--- src/rtl/jam_cost_table.sv ---
// 8x8 cost matrix for the assignment engine: row-major valid/ready load, 1-cycle registered Cost lookup, result capture.
// ld_ready is high only while loading; ld_valid outside a load is dropped and flagged in ld_err.
module jam_cost_table #(
    parameter int COST_W = 7,
    parameter int IDX_W  = 3
) (
    input  logic              CLK,
    input  logic              RST,
    input  logic              ld_start,
    input  logic              ld_valid,
    input  logic [COST_W-1:0] ld_data,
    output logic              ld_ready,
    output logic              table_ready,
    input  logic [IDX_W-1:0]  W,
    input  logic [IDX_W-1:0]  J,
    output logic [COST_W-1:0] Cost,
    input  logic              Valid,
    input  logic [9:0]        MinCost,
    input  logic [3:0]        MatchCount,
    output logic [9:0]        res_min,
    output logic [3:0]        res_match,
    output logic              res_done,
    output logic [3:0]        res_cnt,
    output logic [12:0]       checksum,
    output logic              ld_err
);
    localparam int PTR_W = 2 * IDX_W;
    localparam int DEPTH = 1 << PTR_W;

    typedef enum logic [1:0] {EMPTY, LOAD, READY} state_t;

    state_t            state;
    logic [PTR_W-1:0]  ptr;
    logic [COST_W-1:0] mem [DEPTH];
    logic              accept;

    // ld_start takes priority, so a beat coinciding with it is dropped
    assign accept = ld_ready && ld_valid && !ld_start;

    always_ff @(posedge CLK) begin
        if (accept)
            mem[ptr] <= ld_data;
    end

    always_ff @(posedge CLK or posedge RST) begin
        if (RST) begin
            state       <= EMPTY;
            ptr         <= '0;
            ld_ready    <= 1'b0;
            table_ready <= 1'b0;
            checksum    <= '0;
            ld_err      <= 1'b0;
            res_min     <= '0;
            res_match   <= '0;
            res_done    <= 1'b0;
            res_cnt     <= '0;
        end else if (ld_start) begin
            state       <= LOAD;
            ptr         <= '0;
            ld_ready    <= 1'b1;
            table_ready <= 1'b0;
            checksum    <= '0;
            ld_err      <= 1'b0;
            res_done    <= 1'b0;
            res_cnt     <= '0;
        end else begin
            if (ld_valid && !ld_ready)
                ld_err <= 1'b1;

            case (state)
                LOAD: begin
                    if (accept) begin
                        checksum <= checksum + 13'(ld_data);
                        ptr      <= ptr + 1'b1;
                        if (ptr == PTR_W'(DEPTH - 1)) begin
                            state       <= READY;
                            ld_ready    <= 1'b0;
                            table_ready <= 1'b1;
                        end
                    end
                end
                READY:   ;
                default: ;
            endcase

            if (Valid && table_ready) begin
                res_min   <= MinCost;
                res_match <= MatchCount;
                res_done  <= 1'b1;
                if (res_cnt != 4'hF)
                    res_cnt <= res_cnt + 4'd1;
            end
        end
    end

    // Lookups read as zero until a complete matrix is present
    always_ff @(posedge CLK or posedge RST) begin
        if (RST)
            Cost <= '0;
        else
            Cost <= table_ready ? mem[{W, J}] : '0;
    end
endmodule
--- config.mk ---
export PLATFORM = sky130hd
export DESIGN_NAME = jam_cost_table
export DESIGN_NICKNAME = d
export VERILOG_FILES = /design/src/rtl/jam_cost_table.sv
export SDC_FILE = /design/constraint.sdc
export NUM_CORES = 1
export LEC_CHECK = 0
export CAP_MARGIN = 10
export CORE_MARGIN = 2
export CORE_UTILIZATION = 40
export DETAILED_ROUTE_END_ITERATION = 6
export GPL_TIMING_DRIVEN = 1
export MAX_ROUTING_LAYER = met4
export SYNTH_ARGS = -nofsm -noshare
export SYNTH_HDL_FRONTEND = slang
export SYNTH_SLANG_ARGS = --single-unit
export TNS_END_PERCENT = 50
--- constraint.sdc ---
create_clock -name CLK -period 6.17 [get_ports CLK]
set_input_delay 1.234 -clock CLK [delete_from_list [all_inputs] [get_ports CLK]]
set_output_delay 1.234 -clock CLK [all_outputs]
set_load 0.005 [all_outputs]
==> flow_metrics.py <==
metrics = {
    "pwr": {
        "pwr-share-clk": 0.417,
        "static-leakage-power_nw": 7.363,
        "comb_power_share": 0.054,
        "ir_drop_mv": 0.1846,
        "seqPwrFrac": 0.529,
        "power_mw": 6.974,
        "switching_share": 0.2136,
        "powerDensity_mw_per_mm2": 306.8,
        "power_switching_mw": 1.490,
        "intPower_mw": 5.485,
    },
    "global_routing": {
        "track_usage": 0.1932,
        "grt_pass1_vias": 10460,
        "antenna_found_initial": 2,
        "grt_max_degree": 66,
        "gr-total-overflow": 0,
        "grt_pass1_wl_mm": 69.12,
    },
    "place": {
        "place_ws_ps": 2114,
        "gp_congestion": 0.7908,
        "dp.final_hpwl_mm": 28.93,
        "io_buffer_count": 73,
        "place_inst": 1743,
    },
    "critical_path": {
        "rr_startpoint": "state[0]$_DFFE_PP0P_",
        "worstPathRequired_ps": 6380,
        "ff2ff_path_depth": 4,
        "path_class": "primary input to register",
        "startpoint": "ld_start",
        "crit_end": "mem[54][2]$_DFFE_PP_",
        "end_kind": "register",
        "r2r_slack_ps": 3470,
        "crit_fanout": 33,
        "crit_arrival_ps": 3730,
        "crit_path_start_kind": "primary input",
        "r2r-end": "mem[15][3]$_DFFE_PP_",
    },
    "die": {
        "die_w_um": 226.3,
        "start_util": 0.4047,
        "die_h_um": 226.3,
        "core_mm2": 0.04885,
        "ioPinCount": 74,
        "rows": 81,
        "die_area_mm2": 0.05121,
    },
    "clocking": {
        "numCtsBuffers": 51,
        "tritoncts": "done",
        "clock_path_buffers": 3,
        "clkSlewWorstSetupHoldPaths_ps": 60,
        "cts_root_buf": "clkbuf_16",
        "htreeDepth": 2,
        "clock_sinks": 496,
        "cts-resized-gates": 0,
        "hold_buffers": 0,
        "clk_latency_ps": 580,
        "postCtsSetupRepairBufs": 0,
    },
    "logic_synthesis": {
        "netlist.area_leader.share": 0.6805,
        "ys_seq_elements": 496,
        "synthesis.nets": 1080,
        "yosysUniqueCellTypes": 55,
        "synth-async-reset-ratio": 0.09677,
        "synth_area_leaders": "edfxtp_1, mux4_2, dfrtp_1, nor2_1, mux2_2",
        "yosysWarnings": 0,
        "synth_edf_count": 448,
        "seq_area_frac_synth": 0.7413,
        "synthCells": 1038,
        "ys.flop_type": "edfxtp_1",
        "synth_top_cell_by_area": "edfxtp_1",
        "syn_area_mm2": 0.01977,
        "synth_area_per_cell_um2": 19.04,
    },
    "cells_and_area": {
        "final_cells": 1837,
        "drive_above_1_share": 0.2038,
        "num-nets-final": 1174,
        "fill_cells": 4143,
        "area_growth_pct": 14.99,
        "n_antenna_cell": 0,
    },
    "timing": {
        "relSlewSlack": 0.3505,
        "max_freq_mhz": 283.7,
        "hold_violations": 0,
        "fin_ws_ps": 2646,
        "rsz0062_at_grt": "no",
        "drv_slew": 0,
        "post-route-period-util": 0.5712,
        "worst_pin_slew_ps": 965.4,
        "fin_worst_skew_ps": 12.88,
        "finalSetupTns_ps": 0,
        "min_period_ps": 3524,
        "setup_viol": 0,
        "hold_ws_ps": 501.6,
    },
    "routing": {
        "drt-initial-drc-count": 1151,
        "drt_first_pass_iters": 5,
        "drc": 0,
        "antenna_left": 0,
        "drt-wirelength-per-cell_um": 25.30,
        "vias": 10160,
        "vias_per_cell": 5.530,
        "wl_mm": 46.48,
    },
    "outcome": {
        "status": "completed",
    },
    "job": {
        "cap_viol_max_count": 0,
    },
    "worst_hold_path": {
        "hold_class": "register to register",
    },
}
-- worst min path at each step --
| stage | cells past startpoint | from | slack (ps) | endpoint |
|---|---|---|---|---|
| finish | 2 | res_done$_DFFE_PP0P_ | 500 | res_done$_DFFE_PP0P_ |
| global route | 1 | res_min[7]$_DFFE_PP0P_ | 520 | res_min[7]$_DFFE_PP0P_ |
| CTS | 1 | res_match[2]$_DFFE_PP0P_ | 510 | res_match[2]$_DFFE_PP0P_ |
| detailed placement | 2 | ld_err$_DFFE_PP0P_ | 490 | ld_err$_DFFE_PP0P_ |
| global placement | 2 | res_done$_DFFE_PP0P_ | 480 | res_done$_DFFE_PP0P_ |
| floorplan | 2 | ld_err$_DFFE_PP0P_ | 490 | ld_err$_DFFE_PP0P_ |
-- cell usage after synthesis (all sizes together), types with 5 or more instances --
cell       n
a2111oi    5
a211oi    11
a21oi     20
buf       33
clkbuf    17
dfrtp     48
edfxtp   448
ha         9
inv       11
mux2      26
mux2i     15
mux4     109
nand2     39
nand2b     5
nand3     10
nor2      94
nor2b     17
nor3       8
o21ai     16
o22ai     14
o31ai      6
or3       10
or4        7
-- logic make-up after synthesis --
group | count (synthesis) | synth area share
adders and majority gates | 10 | 0.006709
muxes | 150 | 0.1475
DFF | 496 | 0.7413
and+or+nand+nor | 218 | 0.05272
AOI/OAI and AO/OA | 96 | 0.03215
xor gates and xnor gates | 7 | 0.003102
buffers and inverters | 61 | 0.01646
-- per-layer routing --
layer	GRT usage	vias to the layer above	wire length (um)	share of wire
met5	-	-	0	0
met4	0.06685	0	1343	0.029
met3	0.03602	82	3380	0.073
met2	0.2928	386	21880	0.47
met1	0.2645	5292	19880	0.43
li1	-	4399	-	-
-- cell type report --
cell class | count | area [um2] | share of cell area
flip-flops and latches | 496 | 14650 | 0.6447
multi-input cells | 481 | 4788 | 0.2107
clock buffers | 66 | 1375 | 0.06049
repair buffers | 91 | 847.1 | 0.03727
well taps | 664 | 830.8 | 0.03655
clock inverters | 28 | 193.9 | 0.008532
inverters | 11 | 41.29 | 0.001816
-- power groups by stage --
stage	Clock, mW	Combinational [mW]	Sequential (mW)
finish	2.91	0.376	3.69
global route	3.09	0.409	3.69
CTS	2.96	0.382	3.69
detailed placement	0	0.381	3.76
global placement	0	0.377	3.76
floorplan	0	0.206	3.76
-- per-stage QoR --
stage               cell area (um2)    util
floorplan                     19770       -
global placement              21160  0.4332
detailed placement            21160  0.4332
CTS                           22730  0.4653
global route                  22730  0.4653
finish                        22730  0.4653
-- sequential cells by signal, summed over array words and instances (netlist names) --
name / cells
state: 1
Cost: 7
res_min: 10
mem: 448
res_match: 4
ld_err: 1
table_ready: 1
res_done: 1
res_cnt: 4
checksum: 13
ptr: 6
-- cells in the final DEF, fill, tap and decap left out, types with 4 or more instances in the layout --
cell	synthesis	final
clkbuf_16	0	53
a21oi_1	20	20
buf_4	10	18
buf_2	17	8
nand3_1	10	10
o21ai_0	16	16
nor3_1	8	8
clkinv_2	0	13
nand2_1	39	39
mux4_1	5	5
nor2b_1	17	17
and3_1	4	4
clkdlybuf4s50_1	0	62
o31ai_1	6	6
inv_1	11	10
mux2_2	26	26
a2111oi_0	5	5
a211oi_1	11	11
ha_1	9	9
or2_2	4	4
nor2_1	94	94
or4_1	7	7
edfxtp_1	448	448
nor3b_1	4	4
dfrtp_1	48	48
mux4_2	104	104
nor4_1	4	4
clkbuf_1	17	13
or3_1	10	10
clkinv_1	0	8
clkinvlp_4	0	4
mux2i_1	15	15
xnor2_1	4	4
o22ai_1	14	14
nand2b_1	5	5
-- critical path, cell delays in order --
cell and delay (ps):
clkdlybuf4s50_1 400, buf_4 240, nor3_1 370, nand3_1 680
nor2_1 790
Note: power is estimated with default switching activity, not from simulation.
